## src/rtl/uart_tx_arb_pkg.sv

```systemverilog
// Shared types, constants and the round-robin selection helper for uart_tx_arbiter.
package uart_tx_arb_pkg;

    typedef enum logic [1:0] {
        IDLE,
        HDR,
        DATA
    } arb_state_t;

    localparam int QUIET_CYCLES = 3;
    localparam int MAX_REQ      = 8;

    // First set bit of valid, searching upward from ptr and wrapping at nreq.
    function automatic logic [2:0] rr_pick(input logic [MAX_REQ-1:0] valid,
                                           input logic [2:0]         ptr,
                                           input int                 nreq);
        logic [2:0] pick;
        logic       found;
        int         idx;
        pick  = '0;
        found = 1'b0;
        for (int i = 0; i < MAX_REQ; i++) begin
            idx = (int'(ptr) + i) % nreq;
            if (!found && (i < nreq) && valid[idx]) begin
                pick  = 3'(idx);
                found = 1'b1;
            end
        end
        return pick;
    endfunction

endpackage

```

## src/rtl/uart_tx_arbiter_sync_2ff.sv

```systemverilog
// Two-flop synchronizer with a selectable reset value.
module sync_2ff #(
    parameter logic RESET_VAL = 1'b1
) (
    input  logic clk,
    input  logic rst,
    input  logic d,
    output logic q
);

    logic meta_q;
    logic sync_q;

    always_ff @(posedge clk or posedge rst) begin
        if (rst) begin
            meta_q <= RESET_VAL;
            sync_q <= RESET_VAL;
        end else begin
            meta_q <= d;
            sync_q <= meta_q;
        end
    end

    assign q = sync_q;

endmodule

```

## src/rtl/uart_tx_arbiter.sv

```systemverilog
// Packet-level round-robin arbiter sharing one UART transmit FIFO among NREQ requesters,
// with optional header byte and tx_begin start/stop control.
module uart_tx_arbiter
    import uart_tx_arb_pkg::*;
#(
    parameter int NREQ        = 4,
    parameter int DATA_W      = 8,
    parameter int HDR_EN      = 1,
    parameter int START_LEVEL = 4
) (
    input  logic                     clk,
    input  logic                     rst,
    input  logic [NREQ-1:0]          req_valid,
    input  logic [NREQ*DATA_W-1:0]   req_data,
    input  logic [NREQ-1:0]          req_last,
    output logic [NREQ-1:0]          req_ready,
    output logic                     tx_wen,
    output logic [DATA_W-1:0]        tx_wr_data,
    output logic                     tx_begin,
    input  logic                     tx_full,
    input  logic                     tx_empty,
    output logic                     busy,
    output logic [$clog2(NREQ)-1:0]  grant_id
);

    localparam int GW = $clog2(NREQ);
    localparam int BW = $clog2(START_LEVEL + 1);

    arb_state_t     state_q,     state_d;
    logic [GW-1:0]  rr_ptr_q,    rr_ptr_d;
    logic [GW-1:0]  grant_q,     grant_d;
    logic [BW-1:0]  burst_cnt_q, burst_cnt_d;
    logic [1:0]     quiet_cnt_q, quiet_cnt_d;
    logic           tx_begin_q,  tx_begin_d;
    logic           wr_last;
    logic           empty_sync;

    sync_2ff #(.RESET_VAL(1'b1)) u_empty_sync (
        .clk (clk),
        .rst (rst),
        .d   (tx_empty),
        .q   (empty_sync)
    );

    // NOTE: every signal assigned here gets a default first so no path leaves it unassigned, which would infer a latch.
    always_comb begin
        state_d     = state_q;
        rr_ptr_d    = rr_ptr_q;
        grant_d     = grant_q;
        burst_cnt_d = burst_cnt_q;
        quiet_cnt_d = quiet_cnt_q;
        tx_begin_d  = tx_begin_q;
        tx_wen      = 1'b0;
        tx_wr_data  = '0;
        req_ready   = '0;
        wr_last     = 1'b0;

        case (state_q)
            IDLE: begin
                if (|req_valid) begin
                    grant_d = GW'(rr_pick(MAX_REQ'(req_valid), 3'(rr_ptr_q), NREQ));
                    state_d = (HDR_EN != 0) ? HDR : DATA;
                end
            end
            HDR: begin
                tx_wen     = !tx_full;
                tx_wr_data = DATA_W'(grant_q);
                if (!tx_full) state_d = DATA;
            end
            DATA: begin
                req_ready[grant_q] = !tx_full;
                tx_wen             = req_valid[grant_q] && !tx_full;
                tx_wr_data         = req_data[int'(grant_q)*DATA_W +: DATA_W];
                wr_last            = tx_wen && req_last[grant_q];
                if (wr_last) begin
                    rr_ptr_d = (grant_q == GW'(NREQ - 1)) ? '0 : grant_q + GW'(1);
                    state_d  = IDLE;
                end
            end
            default: state_d = IDLE;
        endcase

        // Header and data writes both count toward the start threshold.
        if (tx_wen) begin
            quiet_cnt_d = '0;
            if (burst_cnt_q < BW'(START_LEVEL)) burst_cnt_d = burst_cnt_q + BW'(1);
            if ((burst_cnt_d == BW'(START_LEVEL)) || wr_last) tx_begin_d = 1'b1;
        end else if (quiet_cnt_q < 2'(QUIET_CYCLES)) begin
            quiet_cnt_d = quiet_cnt_q + 2'd1;
        end

        // Quiet window covers synchronizer plus FIFO flag latency before trusting empty.
        if ((state_q == IDLE) && (quiet_cnt_q >= 2'(QUIET_CYCLES)) && empty_sync) begin
            tx_begin_d  = 1'b0;
            burst_cnt_d = '0;
        end
    end

    // NOTE: sequential state uses non-blocking assignments so every flop samples pre-edge values.
    always_ff @(posedge clk or posedge rst) begin
        if (rst) begin
            state_q     <= IDLE;
            rr_ptr_q    <= '0;
            grant_q     <= '0;
            burst_cnt_q <= '0;
            quiet_cnt_q <= 2'(QUIET_CYCLES);
            tx_begin_q  <= 1'b0;
        end else begin
            state_q     <= state_d;
            rr_ptr_q    <= rr_ptr_d;
            grant_q     <= grant_d;
            burst_cnt_q <= burst_cnt_d;
            quiet_cnt_q <= quiet_cnt_d;
            tx_begin_q  <= tx_begin_d;
        end
    end

    assign tx_begin = tx_begin_q;
    assign busy     = (state_q != IDLE);
    assign grant_id = grant_q;

endmodule

```

## config.mk

```make
export PLATFORM = sky130hd
export DESIGN_NAME = uart_tx_arbiter
export DESIGN_NICKNAME = d
export VERILOG_FILES = /design/src/rtl/uart_tx_arb_pkg.sv /design/src/rtl/uart_tx_arbiter_sync_2ff.sv /design/src/rtl/uart_tx_arbiter.sv
export SDC_FILE = /design/constraint.sdc
export NUM_CORES = 1
export LEC_CHECK = 0
export ABC_AREA = 1
export CORE_MARGIN = 4
export CORE_UTILIZATION = 46
export CTS_CLUSTER_SIZE = 14
export DETAILED_ROUTE_END_ITERATION = 6
export GPL_TIMING_DRIVEN = 0
export HOLD_SLACK_MARGIN = 0.03
export PLACE_DENSITY = 0.85
export SLEW_MARGIN = 5
export SYNTH_ARGS = -nofsm -noshare
export SYNTH_HDL_FRONTEND = slang
export SYNTH_SLANG_ARGS = --single-unit
```

## constraint.sdc

```tcl
create_clock -name clk -period 4.2 [get_ports clk]
set_input_delay 1.26 -clock clk [delete_from_list [all_inputs] [get_ports clk]]
set_output_delay 1.26 -clock clk [all_outputs]
set_load 0.05 [all_outputs]
```

### Word-level counts from Yosys, hierarchy flattened

Cells that the tools add are included.

| word-level totals | value |
|---|---|
| register bits after elaboration | 14 |
| bits in writable memories | 0 |
| memories | 0 |
| latch bits | 0 |
| memory bits (read-only) | 0 |
| input bits | 44 |

| cells by class | value |
|---|---|
| order comparisons | 9 |
| bitwise gates (word level) | 4 |
| shift-type cells | 1 |
| add/subtract/negate cells | 6 |
| multiply operators | 0 |
| div/mod/pow operators | 0 |
| multiplexer cells | 48 |
| reductions and logical operators | 26 |
| equal/unequal tests | 7 |

Operators by type and width:

| operator | number |
|---|---|
| 32-bit by 6-bit variable part select with 8-bit output | 1 |
| 1-bit two-way mux | 23 |
| 2-bit two-way mux | 10 |
| 8-bit one-hot mux with 2 select lines | 1 |
| 3-bit by 5-bit less-than comparator with 1-bit output, second input constant | 3 |
| 3-bit two-way mux | 4 |
| 1-bit binary-select mux with 3-bit select | 3 |
| 1-bit logical AND | 8 |
| 2-bit nonzero test | 4 |
| 2-bit by 1-bit adder with 2-bit output, second input constant | 3 |
| 1-bit binary-select mux with 2-bit select | 3 |
| 2-bit inequality test, second input constant | 3 |
| 2-bit one-hot mux with 3 select lines | 1 |
| 2-bit AND reduction | 3 |
| 2-bit OR reduction | 3 |
| 2-bit adder, second input constant | 2 |
| 4-bit bitwise AND | 1 |
| 2-bit == test, second input constant | 2 |
| 1-bit zero test | 4 |
| 2-bit by 4-bit less-than comparator with 1-bit output, second input constant | 1 |
| 4-bit two-way mux | 1 |
| 4-bit OR reduction | 1 |
| 3-bit by 1-bit adder with 3-bit output, second input constant | 1 |
| 1-bit bitwise AND, first input constant | 3 |
| other kinds (12) | 12 |

### Longest topological paths before layout

Gate-level depths: netlist of the first run.

| logic depth | value |
|---|---|
| word-level depth | 18 |
| gate-level depth with buffers | 12 |
| depth with buffers taken out | 12 |

### Modules after synthesis

Synthesis of the first run repeated with hierarchy kept, for this count alone.

| unflattened totals | value |
|---|---|
| cells, all modules | 232 |
| area total of the unflattened synthesis | 1,571.5 um^2 |

Modules (own cells, without submodules):

| module | sequential area each (um^2) | cells each | area an instance (um^2) | times used |
|---|---|---|---|---|
| uart_tx_arbiter | 302.8 | 229 | 1,515.2 | 1 |
| sync_2ff | 52.6 | 3 | 56.3 | 1 |

### Worst setup path after synthesis of the first run

Ideal clock, no wire load.

| timing | value |
|---|---|
| kind | input -> output |
| from | input port req_data[16] |
| to | output port tx_wr_data[0] |
| required time | 2,940 ps |
| arrival time | 2,278 ps |
| cell stages on the path | 4 |
| slack | 662 ps |
| path through | o21ai_0 o22ai_1 nand2_1 a21oi_1 |

| on the way | value |
|---|---|
| cells in the longest elaborated chain, start to end | 2 |

Ends and longest elaborated chain:

| item | RTL line | source |
|---|---|---|
| from (decl) | uart_tx_arbiter.sv:14 | `input logic [NREQ*DATA_W-1:0] req_data,` |
| 32-bit by 6-bit variable part select with 8-bit output | uart_tx_arbiter.sv:73 | `tx_wr_data = req_data[int'(grant_q)*DATA_W +: DATA_W];` |
| 8-bit one-hot mux with 2 select lines | uart_tx_arbiter.sv:58 | `case (state_q)` |
| to (decl) | uart_tx_arbiter.sv:18 | `output logic [DATA_W-1:0] tx_wr_data,` |

No other way between the ends.

### Worst setup path in the final report of the first run

| timing | value |
|---|---|
| from | input port req_data[2] |
| to | output port tx_wr_data[2] |

Same word-level chain as after synthesis.

==> out/qor.txt, run 1 <==
status = complete, no violations
switching portion of total power = 0.5584
number of fill cells = 291
largest net degree at the start of global routing = 15
synthesized area per cell = 6.039 sq um
first-pass GRT wire length = 6.817 mm
crit end category = primary output
crit path from = req_data[2]
Peak VDD IR = 0.3973 mV
flop2flop setup slack = 2450 ps
slew margin rel. = 0.6411
WL/cell = 11.93 um
worst hold path type = reg2reg
min-delay src = u_empty_sync.meta_q
layout net count = 361
CTS Root Cell = clkbuf_4
register bit count reported by yosys = 14
hold path endpoint = u_empty_sync.q
Synthesized Nets = 296
Post-route DRC = 0
RSZ-0062 raised after global routing = no
Synth cell types = 29
P_sw = 0.0007520 W
GR Overflow Total = 0
vias per inst = 4.909
row count = 20
Final HPWL DP = 3.412 mm
antenna cell count = 0
hold path depth = 0
cell area after synthesis = 1461 sq um
CORE AREA = 3053 sq um
Clk pwr share = 0.055
Placed Area = 2117 sq um
CP max FO = 1
sequential fraction of the synthesis area = 0.2432
final instance area = 2151 sq um
DR vias = 1,718
reg2reg end = rr_ptr_q[1]
Fmax = 0.2425 GHz
pwr dens = 626.1 nW/um^2
Synth Instances = 242
Max Slew Vio Count = 0
Max Cap Viol = 0
RD Place Congestion = 0.8382
clock sink total = 14
Leakage = 1.150 nW
die height = 64.37 um
IO Pins = 61
period utilization = 0.9819
Die X = 64.37 um
area grow syn2layout = 47.17%
Final Critical Period = 4124 ps
crit path kind = in2out
Final Setup Violations = 0
starting DRC count in detailed routing = 120
vias in the first global route = 1,593
most frequent cells in the layout = nand2_1 (80), clkdlybuf4s50_1 (51), nor2_1 (42)
Layout Skew = 8.376 ps
H-tree depth = 1
Num CTS Buffers = 3
sequential power share = 0.192
post-layout util = 0.7045
initial antenna violation count = 0
clk_lat worst skew = 270 ps
WP data arrival = 2860 ps
worst slew pin tran = 537.5 ps
clock transition at the registers of the reported paths = 70 ps
worst-case clock buffer depth = 2
Port Buffer Count = 60
starting density of the core = 0.4787
Gate power share = 0.754
worst reg2reg startpoint = grant_id[0]
synth warn = 0
R2R depth = 6
commonest non-fill, non-tap cell in the layout = nand2_1
Final ANT Viol Nets = 0
hold_ws = 359.3 ps
P_int = 0.0005947 W
Setup Buffers After CTS = 0
die area = 4143 sq um
layout cell share with drive strength beyond 1 = 0.09477
TritonRoute pass-1 iters = 4
TritonCTS clock tree = built
Setup TNS = 0 ps
Startpoint Class = input port
Critical Path RT = 2940 ps
global-route usage over all layers = 0.2072
detailed-route wire length = 4.175 mm
final hold violation count = 0
Pwr Total = 0.001347 W
## metrics by stage
step	setup slack [ps]	std cells
floorplan	661.9	242
global placement	-298.3	346
detailed placement	-292.0	346
CTS	4.377	350
global route	0.6826	350
finish	75.88	350
## worst max-delay path by stage
stage,cells after the start,slack [ps],endpoint
after floorplan,4,660,tx_wr_data[0]
after global placement,8,-300,tx_wen
after detailed placement,8,-290,tx_wen
after CTS,8,4,tx_wen
after global routing,6,0.7,tx_wr_data[2]
final,6,80,tx_wr_data[2]
## routing by layer
layer | global-route usage | wire [um] | vias to the layer above
met5 | 0 | 0 | -
met4 | 0.03430 | 78 | 0
met3 | 0.05800 | 249 | 8
met2 | 0.3969 | 2149 | 54
met1 | 0.2268 | 1697 | 766
li1 | - | - | 890
## synth_stat cells
master / n / area (sq um)
nand2_1: 80 / 300.3
nor2_1: 42 / 157.7
inv_1: 20 / 75.07
o21ai_0: 17 / 85.08
a21oi_1: 11 / 55.05
nand3_1: 11 / 55.05
dfrtp_1: 10 / 250.2
ha_1: 10 / 125.1
nand2_2: 5 / 31.28
dfstp_2: 4 / 105.1
inv_2: 4 / 15.01
o21ai_1: 4 / 20.02
buf_2: 2 / 10.01
buf_4: 2 / 15.01
buf_6: 2 / 22.52
nand3_2: 2 / 20.02
nand4_1: 2 / 12.51
o22ai_1: 2 / 12.51
xor2_1: 2 / 17.52
a21oi_2: 1 / 8.760
a21oi_4: 1 / 16.27
clkbuf_1: 1 / 3.750
clkinv_1: 1 / 3.750
mux2i_1: 1 / 10.01
nor2_2: 1 / 6.260
o211ai_1: 1 / 7.510
o31ai_1: 1 / 7.510
or2_0: 1 / 6.260
or2_2: 1 / 6.260
## area by class of cell
cell class,count,area (sq um),area share
well taps,44,55.05,0.02560
inverters,25,93.84,0.04363
flip-flops and latches,14,355.3,0.1652
repair buffers,60,608.1,0.2827
multi-input cells,196,960.9,0.4468
plain buffers,7,51.30,0.02385
clock buffers,4,26.28,0.01222
## flip-flops by register name, indices dropped and copies added (netlist names)
register / flops
tx_begin: 1
quiet_cnt_q: 2
u_empty_sync.meta_q: 1
rr_ptr_q: 2
u_empty_sync.q: 1
state_q: 2
burst_cnt_q: 3
grant_id: 2
## logic make-up after synthesis
kind of cell	Yosys count	synth area share
and+or+nand+nor	145	0.4075
AOI/OAI and AO/OA	38	0.1456
buffers and inverters	32	0.09930
DFF	14	0.2432
adders and majority gates	10	0.08562
xor gates and xnor gates	2	0.01199
muxes	1	0.006850
## power groups by stage
stage	Sequential [W]	Clock [W]	Combinational, W
2_1_floorplan	0.000291	0	0.000713
4_1_cts	0.000256	0.0000778	0.00102
6_report	0.000258	0.0000734	0.00102
3_3_place_gp	0.000256	0	0.00100
3_5_place_dp	0.000260	0	0.00102
5_1_grt	0.000267	0.0000869	0.00114
## worst max-delay path, cell delays in order
cell and delay [ps]:
clkdlybuf4s50_1 450, nor2_1 30, nor2_1 70, o21ai_1 60, a21oi_1 150, clkdlybuf4s50_1 830
## repair_timing
action	4_1_cts	5_1_grt
pin swaps	0	0
hold endpoints to repair	0	0
endpoints found under the setup margin	3	7
resized for setup	4	7
hold buffers	0	0
(Power assumes the default switching activity.)
==> run 2, diff against run 1 <==
- PLACE_DENSITY: 0.85 -> 0.95
==> run 2 against run 1 <==
Highest routed layer unchanged. Final cell count shrank 0.29%. Wire length grew 2.1%. Combinational power is essentially flat. Critical endpoint is now req_ready[0].
==> out/qor.txt, run 2 (synthesis gave the netlist of run 1 again) <==
Max Cap Viol = 0 (unchanged)
starting density of the core = 0.4787 (unchanged)
Setup TNS = 0 ps (unchanged)
largest net degree at the start of global routing = 15 (unchanged)
starting DRC count in detailed routing = 107 (-11%)
CORE AREA = 3053 sq um (unchanged)
CP max FO = 6 (+5)
vias per inst = 4.926 (+0.34%)
Largest Register = burst_cnt_q
layout cell share with drive strength beyond 1 = 0.09508 (+0.0003107)
die height = 64.37 um (unchanged)
Layout Skew = 6.184 ps (-2.192 ps)
clk_lat worst skew = 280 ps (about the same)
clock sink total = 14 (unchanged)
clock transition at the registers of the reported paths = 70 ps (about the same)
detailed-route wire length = 4.263 mm (+2.1%)
crit end category = primary output
grt met3 use = 0.03515 (-0.02285)
H-tree depth = 1 (unchanged)
Final ANT Viol Nets = 0 (unchanged)
status = complete, no violations
initial antenna violation count = 0 (unchanged)
Setup Buffers After CTS = 0 (unchanged)
Critical Path RT = 2940 ps (about the same)
Startpoint Class = input port
TritonRoute pass-1 iters = 4 (unchanged)
antenna cell count = 0 (unchanged)
Final Critical Period = 4130 ps (+6.362 ps)
GR Overflow Total = 0 (unchanged)
first-pass GRT wire length = 6.913 mm (+1.4%)
Final HPWL DP = 3.398 mm (-0.41%)
Peak VDD IR = 0.3329 mV (-16%)
crit path kind = in2out
number of flip-flops in the largest register = 3 (unchanged)
area grow syn2layout = 47.43%
Seq. cell area = 355.3 sq um (unchanged)
Port Buffer Count = 60 (unchanged)
CTS Root Cell = clkbuf_4
Post-route DRC = 0 (unchanged)
layout net count = 361 (unchanged)
TritonCTS clock tree = built
number of fill cells = 268 (-7.9%)
Die X = 64.37 um (unchanged)
Top Usage Layer GRT = met2
Fmax = 0.2421 GHz (-0.15%)
period utilization = 0.9834 (+0.001515)
worst-case clock buffer depth = 2 (unchanged)
die area = 4143 sq um (unchanged)
Max Slew Vio Count = 0 (unchanged)
IO Pins = 61 (unchanged)
final hold violation count = 0 (unchanged)
post-layout util = 0.7057 (+0.001230)
DR vias = 1,719 (+0.058%)
RD Place Congestion = 0.8092 (-3.5%)
pwr dens = 627.9 nW/um^2 (+0.28%)
vias in the first global route = 1,605 (+0.75%)
Leakage = 1.171 nW (+1.8%)
worst hold path type = reg2reg
most frequent cells in the layout = nand2_1 (80), clkdlybuf4s50_1 (49), nor2_1 (42)
row count = 20 (unchanged)
global-route usage over all layers = 0.2079 (+0.0006584)
WL/cell = 12.21 um (+2.4%)
WP data arrival = 2870 ps (about the same)
Num CTS Buffers = 3 (unchanged)
slew margin rel. = 0.6500 (+0.008954)
Final Setup Violations = 0 (unchanged)
met1 usage = 0.2460 (+0.01917)
GR Util met2 = 0.3853 (-0.01160)
Multi-input gate area = 960.9 sq um (unchanged)
commonest non-fill, non-tap cell in the layout = nand2_1
worst slew pin tran = 524.1 ps (-13.41 ps)
## run 2: cell types whose count changed in the layout (fill, tap and decap cells not counted)
cell	delta
dlymetal6s2s_1	+1
clkdlybuf4s50_1	-2
dlygate4sd2_1	+1
clkbuf_1	-1
clkbuf_2	-1
clkdlybuf4s15_2	+1
## run 2: critical path: stages
cell,delay [ps]
clkdlybuf4s50_1,440
inv_1,170
nand2_1,70
nor2_1,100
clkdlybuf4s50_1,820
## run 2: what timing repair did
item / CTS / global route
gates resized for setup: 6 / 7
setup endpoints to repair: 4 / 7
hold buffers: 0 / 0
pin swaps: 0 / 0
## run 2: metal layers
metal	routed length, um	up-vias
met1	1847	790
met5	0	-
met2	2183	33
li1	-	887
met4	76	0
met3	156	9
## run 2: area by class of cell
type                            instances  area share
Clock buffer                            3     0.01045
Inverter                               25     0.04355
Timing Repair Buffer                   60      0.2857
Buffer                                  7     0.02381
Multi-Input combinational cell        196      0.4460
Tap cell                               44     0.02555
Sequential cell                        14      0.1649
## run 2: power by group
group / leakage, nW / switching, W / internal (W) / total [W]
logic: 0.989 / 0.000661 / 0.000364 / 0.00103
registers: 0.168 / 0.0000581 / 0.000196 / 0.000254
clock network: 0.0138 / 0.0000399 / 0.0000333 / 0.0000732
## run 2: worst paths after layout
path | slack [ps] | startpoint | depth (start not counted) | to
worst max-delay path | 70 | tx_full | 5 | req_ready[0]
worst min-delay path | 360 | u_empty_sync.meta_q | 0 | u_empty_sync.q
worst max register to register | 2480 | state_q[0] | 9 | burst_cnt_q[1]
worst min register to register | 360 | u_empty_sync.meta_q | 0 | u_empty_sync.q
max in group asynchronous | 2530 | rst | 2 | u_empty_sync.meta_q
min in group asynchronous | 1310 | rst | 2 | rr_ptr_q[1]
## run 2: stage by stage
stage          instance area [sq um]  total power (W)  setup slack, ps  instances  hold WS (ps)
4_1_cts                         2137         0.001355            9.464        349         359.4
5_1_grt                         2155         0.001489           -15.08        349         360.7
3_5_place_dp                    2117         0.001282           -299.2        346         348.4
3_3_place_gp                    2117         0.001255           -290.9        346         346.6
2_1_floorplan                   1461         0.001004            661.9        242         345.2
6_report                        2155         0.001353            69.51        349         357.7
==> run 3, diff against run 2 <==
- CORE_UTILIZATION: 46 -> 45
- PLACE_DENSITY: 0.95 -> 0.94
==> run 3 against run 2 <==
Final cell count grew 0.29%. Sequential share of layout area shrank 0.095 points. First-iteration DRC count is the same. Wire length shrank 4.5%. Global-route usage shrank 0.10 points. Via count grew 1.3%. Largest power group unchanged. Critical endpoint is now tx_wen. Die area grew 1.9%. Critical path depth grew 3.
==> out/qor.txt, run 3 (synthesis gave the netlist of run 1 again) <==
status = complete, no violations
critical path's largest stage delay = 500 ps (-320 ps)
commonest non-fill, non-tap cell in the layout = nand2_1
CORE AREA = 3078 sq um (+0.82%)
starting density of the core = 0.4748 (-0.003892)
layout cell share with drive strength beyond 1 = 0.09477 (-0.0003107)
slew margin rel. = 0.6429 (-0.007110)
post-layout util = 0.7041 (-0.001673)
Fmax = 0.2460 GHz (+1.6%)
Max Slew Vio Count = 0 (unchanged)
vias in the first global route = 1,601 (-0.25%)
Num CTS Buffers = 3 (unchanged)
Peak VDD IR = 0.3558 mV (+6.9%)
detailed-route wire length = 4.071 mm (-4.5%)
worst hold path type = reg2reg
global-route usage over all layers = 0.2068 (-0.001025)
crit path kind = in2out
final hold violation count = 0 (unchanged)
period utilization = 0.9678 (-0.01570)
clock transition at the registers of the reported paths = 70 ps (about the same)
TritonCTS clock tree = built
row count = 20 (unchanged)
IO Pins = 61 (unchanged)
Placed Area = 2117 sq um (unchanged)
initial antenna violation count = 0 (unchanged)
DR vias = 1,742 (+1.3%)
Die X = 64.99 um (+0.96%)
Final ANT Viol Nets = 0 (unchanged)
H-tree depth = 1 (unchanged)
Leakage = 1.222 nW (+4.4%)
Port Buffer Count = 60 (unchanged)
worst slew pin tran = 534.8 ps (+10.65 ps)
CP max FO = 5 (-1)
RSZ-0062 raised after global routing = no
Setup Buffers After CTS = 0 (unchanged)
TritonRoute pass-1 iters = 4 (unchanged)
Top delay family on crit path = buffers and inverters
hold buffers post-CTS = 0 (unchanged)
Critical Path RT = 2940 ps (about the same)
vias per inst = 4.977 (+1.0%)
die height = 64.99 um (+0.96%)
Final Setup Violations = 0 (unchanged)
Max Cap Viol = 0 (unchanged)
layout net count = 361 (unchanged)
Layout Skew = 6.851 ps (+0.6667 ps)
RD Place Congestion = 0.8187 (+1.2%)
GR Overflow Total = 0 (unchanged)
largest net degree at the start of global routing = 15 (unchanged)
clk_lat worst skew = 280 ps (about the same)
WL/cell = 11.63 um (-4.8%)
most frequent cells in the layout = nand2_1 (80), clkdlybuf4s50_1 (47), nor2_1 (42)
WP data arrival = 2800 ps (-70 ps)
area grow syn2layout = 48.29%
Final HPWL DP = 3.416 mm (+0.55%)
final instance area = 2167 sq um (+0.58%)
pwr dens = 620.2 nW/um^2 (-1.2%)
number of flip-flops in the largest register = 3 (unchanged)
starting DRC count in detailed routing = 107 (unchanged)
CTS Root Cell = clkbuf_4
number of fill cells = 258 (-3.7%)
Largest Register = burst_cnt_q
clock sink total = 14 (unchanged)
crit end category = primary output
Critical-path top delay cell = clkdlybuf4s50_1
worst-case clock buffer depth = 2 (unchanged)
first-pass GRT wire length = 7.038 mm (+1.8%)
antenna cell count = 0 (unchanged)
die area = 4223 sq um (+1.9%)
worst path cell trace = clkdlybuf4s50_1 -> inv_1 -> nand2_1 -> nand3_1 -> nand2_2 -> nand2_2 -> a21oi_4 -> clkdlybuf4s15_2
# resized after CTS = 5 (-1)
Final Critical Period = 4065 ps (-65.92 ps)
Startpoint Class = input port
CP dominant cell by count = nand2_2
CP bufs+invs = 3 (unchanged)
Post-route DRC = 0 (unchanged)
## run 3: changes by cell type in the layout (fill, tap and decap cells not counted), sizes merged
cell / previous run / this run
clkbuf: 4 / 5
clkdlybuf4s50: 49 / 47
dlygate4sd2: 3 / 2
dlymetal6s2s: 7 / 10
## run 3: through the flow
step	TNS [ps]	power [W]	instances	hold slack, ps	setup slack (ps)
finish	0	0.001344	350	356.7	135.4
global route	0	0.001493	350	365.7	14.24
CTS	0	0.001358	350	359.1	29.62
detailed placement	-353.3	0.001283	346	348.2	-306.1
global placement	-308.1	0.001255	346	346.1	-300.2
floorplan	0	0.001004	242	345.2	661.9
## run 3: worst register-to-register path, stage by stage, from the launching register on
cell	delay, ps
dfrtp_1	500
inv_2	120
buf_6	140
clkbuf_1	350
ha_1	310
nor2_1	120
a21oi_1	50
## run 3: report_power, final
group | internal [W] | total [W] | leakage [nW] | switching (W)
registers | 0.000196 | 0.000252 | 0.168 | 0.0000563
clock network | 0.0000368 | 0.0000752 | 0.0150 | 0.0000384
logic | 0.000365 | 0.00102 | 1.04 | 0.000652
total | 0.000598 | 0.00134 | 1.22 | 0.000746
## run 3: worst paths after layout
kind / startpoint / endpoint / slack (ps) / cells past startpoint
worst max-delay path: req_valid[1] / tx_wen / 140 / 8
min in group asynchronous: rst / burst_cnt_q[1] / 1300 / 2
max in group asynchronous: rst / quiet_cnt_q[0] / 2540 / 2
worst min-delay path: u_empty_sync.meta_q / u_empty_sync.q / 360 / 0
worst max register to register: grant_id[0] / rr_ptr_q[1] / 2510 / 6
worst min register to register: u_empty_sync.meta_q / u_empty_sync.q / 360 / 0
## run 3: per-layer routing
| metal | wire length [um] | up-vias | track usage |
|---|---|---|---|
| li1 | - | 892 | - |
| met1 | 1673 | 799 | 0.2521 |
| met2 | 2140 | 41 | 0.3665 |
| met3 | 168 | 10 | 0.03986 |
| met4 | 89 | 0 | 0.05805 |
| met5 | 0 | - | 0 |
## run 3: area by class of cell
| cell class | count | area (sq um) | share of cell area |
|---|---|---|---|
| Tap cell | 44 | 55.05 | 0.02540 |
| Timing Repair Buffer | 60 | 624.3 | 0.2881 |
| Multi-Input combinational cell | 196 | 960.9 | 0.4434 |
| Buffer | 7 | 51.30 | 0.02367 |
| Inverter | 25 | 93.84 | 0.04330 |
| Clock buffer | 4 | 26.28 | 0.01212 |
| Sequential cell | 14 | 355.3 | 0.1640 |
==> patch 1, RTL diff (settings of run 3) <==
Change the package constant `MAX_REQ` from 8 to 16.
--- a/src/rtl/uart_tx_arb_pkg.sv
+++ b/src/rtl/uart_tx_arb_pkg.sv
@@ -8,7 +8,7 @@
     } arb_state_t;
 
     localparam int QUIET_CYCLES = 3;
-    localparam int MAX_REQ      = 8;
+    localparam int MAX_REQ      = 16;
 
     // First set bit of valid, searching upward from ptr and wrapping at nreq.
     function automatic logic [2:0] rr_pick(input logic [MAX_REQ-1:0] valid,
Formal check against the unedited RTL: equivalent (Yosys induction, for registers that start in step).
==> patch 1 against run 3 <==
  * First-iteration DRC count fell by 43%
  * Final area fell by 1.2%
  * Wire length fell by 7.5%
  * Register-to-register slack improved by 0.03 ns
  * Worst setup slack got worse by 0.048 ns
  * Total power rose by 3.0%
  * Area after synthesis fell by 1.2%
  * Sequential cell count did not move
  * Global-route usage fell by 1.8 points
  * Critical path type unchanged
  * Highest routed layer unchanged
==> patch 1: results (changes against run 3) <==
[status]
outcome=finished, final reports clean

[routing]
wl_met3_um=186  ; +11%
m1WireLength_um=1520  ; -9.1%
via_count=1620  ; -7.0%
wl_met2_um=1970  ; -8.0%
first_pass_iters=4  ; unchanged
finalWirelength_um=3770  ; -7.5%
highest_layer=met4
drt_iter0_markers=61  ; -43%
wire_per_inst_um=11.2  ; -3.7%

[synthesis]
avgSynthCellArea_um2=6.33  ; +4.9%
ys_async_sr_fraction_pct=100  ; unchanged
yosysSeqAreaShare_pct=24.6  ; +0.29 points
synth_fp_nets=282  ; -4.7%
synthTopCellsByCount=nand2_1 (53), nor2_1 (35), inv_1 (27)
synth_cell_types=30  ; +3.4%
ys_top_cells_by_area=dfrtp_1 (17%), nand2_1 (14%), nor2_1 (9.1%)

[clock_tree]
path_clk_slew_ns=0.07  ; about the same
cts_root_buf=clkbuf_4
clock_path_buffers=2  ; unchanged
clk_latency_ns=0.28  ; about the same

[placement]
placed_cells=332  ; -4.0%
gp_congestion=0.796  ; -2.8%
dp.final_hpwl_um=3150  ; -7.8%
dp_slack_ns=-0.260  ; +0.0457 ns

[grt]
grt_pass1_wl_um=6290  ; -11%
grt_use_total_pct=18.9  ; -1.8 points
use_met2_pct=36.6  ; -0.056 points
grt_max_degree=15  ; unchanged
met1_usage_pct=20.0  ; -5.2 points
grt_pass1_vias=1526  ; -4.7%

[layout]
drive_gt1_share_pct=13.4  ; +3.9 points
fillers=285  ; +10%
fin_nets=347  ; -3.9%
max_flop_register=burst_cnt_q

[timing]
tightest_slew_ns=0.551  ; +0.0159 ns
clock_skew_ns=0.00502  ; -0.00183 ns
min_period_over_period_pct=97.9  ; +1.2 points
maxSlewViolCount=0  ; unchanged

[critical_path]
cp-endpoint=req_ready[1]
reg2reg_to=burst_cnt_q[1]
critPathLaunch=tx_full
reg2reg_setup_slack_ns=2.54  ; +0.03 ns
arrival_ns=2.85  ; +0.05 ns
timing.rr.start=state_q[0]
rr_worst_depth=7  ; +1

[power]
p_leak_nw=1.16  ; -4.8%
ir_worst_vdd_mv=0.348  ; -2.3%

[hold_path]
hold_depth=0  ; unchanged
holdPathEnd=u_empty_sync.q
hold_class=register to register

-- patch 1: cell types whose count changed after synthesis, sizes merged, moves of 2 or more --
cell and change:
nand2 -20, inv +9, nor2 -7, nand3 +3
a21oi -2, nand3b +2, o22ai +2
-- patch 1: power breakdown --
group	internal (mW)	leakage (nW)	switching, mW
logic	0.379	0.974	0.658
registers	0.198	0.168	0.0558
clock network	0.0527	0.0210	0.0406
-- patch 1: what timing repair did --
action                     CTS  global route
setup endpoints to repair    4             7
resized for setup            4             8
hold endpoints to repair     0             0
pin swaps                    0             0
-- patch 1: final cells by class --
cell class | count | area (um2) | area share [%]
Clock buffer | 4 | 36.3 | 1.69
Sequential cell | 14 | 355 | 16.6
Multi-Input combinational cell | 174 | 910 | 42.5
Tap cell | 44 | 55.1 | 2.57
Timing Repair Buffer | 60 | 607 | 28.3
Buffer | 7 | 52.6 | 2.45
Inverter | 33 | 126 | 5.90
-- patch 1: cells by family after synthesis --
kind of cell / Yosys count / synth area share, %
compound gates: 39 / 14.6
fa+ha+maj: 10 / 8.67
flops: 14 / 24.6
simple gates: 122 / 37.8
xor+xnor: 2 / 1.21
mux: 1 / 0.693
buf+inv: 40 / 12.4
-- patch 1: stage by stage --
step	hold WS, ns	power [mW]	cell area, um2	setup TNS, ns
after floorplan	0.345	1.03	1440	0
after detailed placement	0.354	1.31	2100	-0.390
final	0.369	1.38	2140	0
after global routing	0.369	1.52	2140	0
after CTS	0.369	1.40	2130	0
after global placement	0.346	1.28	2100	-0.259
-- patch 1: critical path, cell delays in order --
cell	delay [ns]
clkdlybuf4s50_1	0.41
inv_1	0.13
nand2_1	0.12
nor2_1	0.11
clkdlybuf4s50_1	0.82
==> patch 2, RTL diff (settings of run 3) <==
Made on the original files. Reset style: synchronous (`rst`), changed in 2 clocked blocks.
--- a/src/rtl/uart_tx_arbiter_sync_2ff.sv
+++ b/src/rtl/uart_tx_arbiter_sync_2ff.sv
@@ -11,7 +11,7 @@
     logic meta_q;
     logic sync_q;
 
-    always_ff @(posedge clk or posedge rst) begin
+    always_ff @(posedge clk) begin
         if (rst) begin
             meta_q <= RESET_VAL;
             sync_q <= RESET_VAL;
--- a/src/rtl/uart_tx_arbiter.sv
+++ b/src/rtl/uart_tx_arbiter.sv
@@ -97,7 +97,7 @@
     end
 
     // NOTE: sequential state uses non-blocking assignments so every flop samples pre-edge values.
-    always_ff @(posedge clk or posedge rst) begin
+    always_ff @(posedge clk) begin
         if (rst) begin
             state_q     <= IDLE;
             rr_ptr_q    <= '0;
Function: differs if rst is asserted again (counterexample within 4 cycles, from zero or initial values and one cycle with rst high); with rst held inactive, the same outputs for 10 cycles.
==> patch 2 against run 3 <==
  * Via count shrank 4.9%
  * Total power is 21% lower
  * Largest cell class unchanged
  * Final area shrank 4.4%
  * Wire length down 5.5%
  * Worst setup slack got worse by 0.044 ns
  * Hold slack better by 0.069 ns
  * Sequential cell count unchanged
  * Non-clock buffer count did not move
  * Area after synthesis down 6.2%
  * Highest routed layer unchanged
==> patch 2: results (changes against run 3) <==
[routing]
via_count=1657  ; -4.9%
drt_iter0_markers=90  ; -16%
wl_met2_um=1800  ; -16%

[hold_path]
hold_depth=1  ; +1
holdPathEnd=u_empty_sync.q
worst_hold_startpoint=u_empty_sync.meta_q

[grt]
met3_usage_pct=3.55  ; -0.43 points
grt_use_total_pct=19.5  ; -1.2 points
grt_max_degree=12  ; -3
grt_pass1_vias=1485  ; -7.2%

[timing]
setup_ws_ns=0.0919  ; -0.0435 ns
clock_skew_ns=0.00795  ; +0.00110 ns
tightest_slew_ns=0.529  ; -0.00589 ns

[synthesis]
synthAdderAreaFrac_pct=10.0  ; +1.5 points
synthTopCellsByCount=nand2_1 (57), nor2_1 (48), inv_1 (32)
synth_xor_area_share_pct=1.28  ; +0.079 points
ys_async_sr_fraction_pct=0  ; -100 points
synthMuxAreaShare_pct=0.730  ; +0.045 points
ys_top_cells_by_area=dfxtp_1 (20%), nand2_1 (16%), nor2_1 (13%)

[placement]
dp_slack_ns=-0.182  ; +0.124 ns
placed_area_um2=2010  ; -5.0%

[clock_tree]
cts_resized=2  ; -3

[critical_path]
critPathLaunch=req_valid[3]

[power]
p_int_mw=0.498  ; -17%

[status]
outcome=finished, final reports clean

patch 2: metrics by stage:
stage                     power [mW]  utilization [%]  hold slack [ns]
final                           1.07             73.2            0.425
after global routing            1.17             73.2            0.445
after CTS                       1.07             72.3            0.428
after detailed placement       0.974             71.1            0.408
after global placement         0.956             71.1            0.393
after floorplan                0.754                -            0.389
patch 2: layout make-up:
class	instances	area, um2	area share [%]
Inverter	33	124	5.98
Multi-Input combinational cell	183	926	44.7
Clock buffer	4	36.3	1.75
Buffer	7	41.3	1.99
Sequential cell	14	280	13.5
Timing Repair Buffer	60	626	30.2
Tap cell	31	38.8	1.87
patch 2: power by group through the flow:
stage / Combinational (mW) / Sequential (mW) / Clock [mW]
finish: 0.766 / 0.202 / 0.0999
global route: 0.847 / 0.207 / 0.111
CTS: 0.768 / 0.202 / 0.103
detailed placement: 0.769 / 0.205 / 0
global placement: 0.753 / 0.203 / 0
floorplan: 0.524 / 0.230 / 0
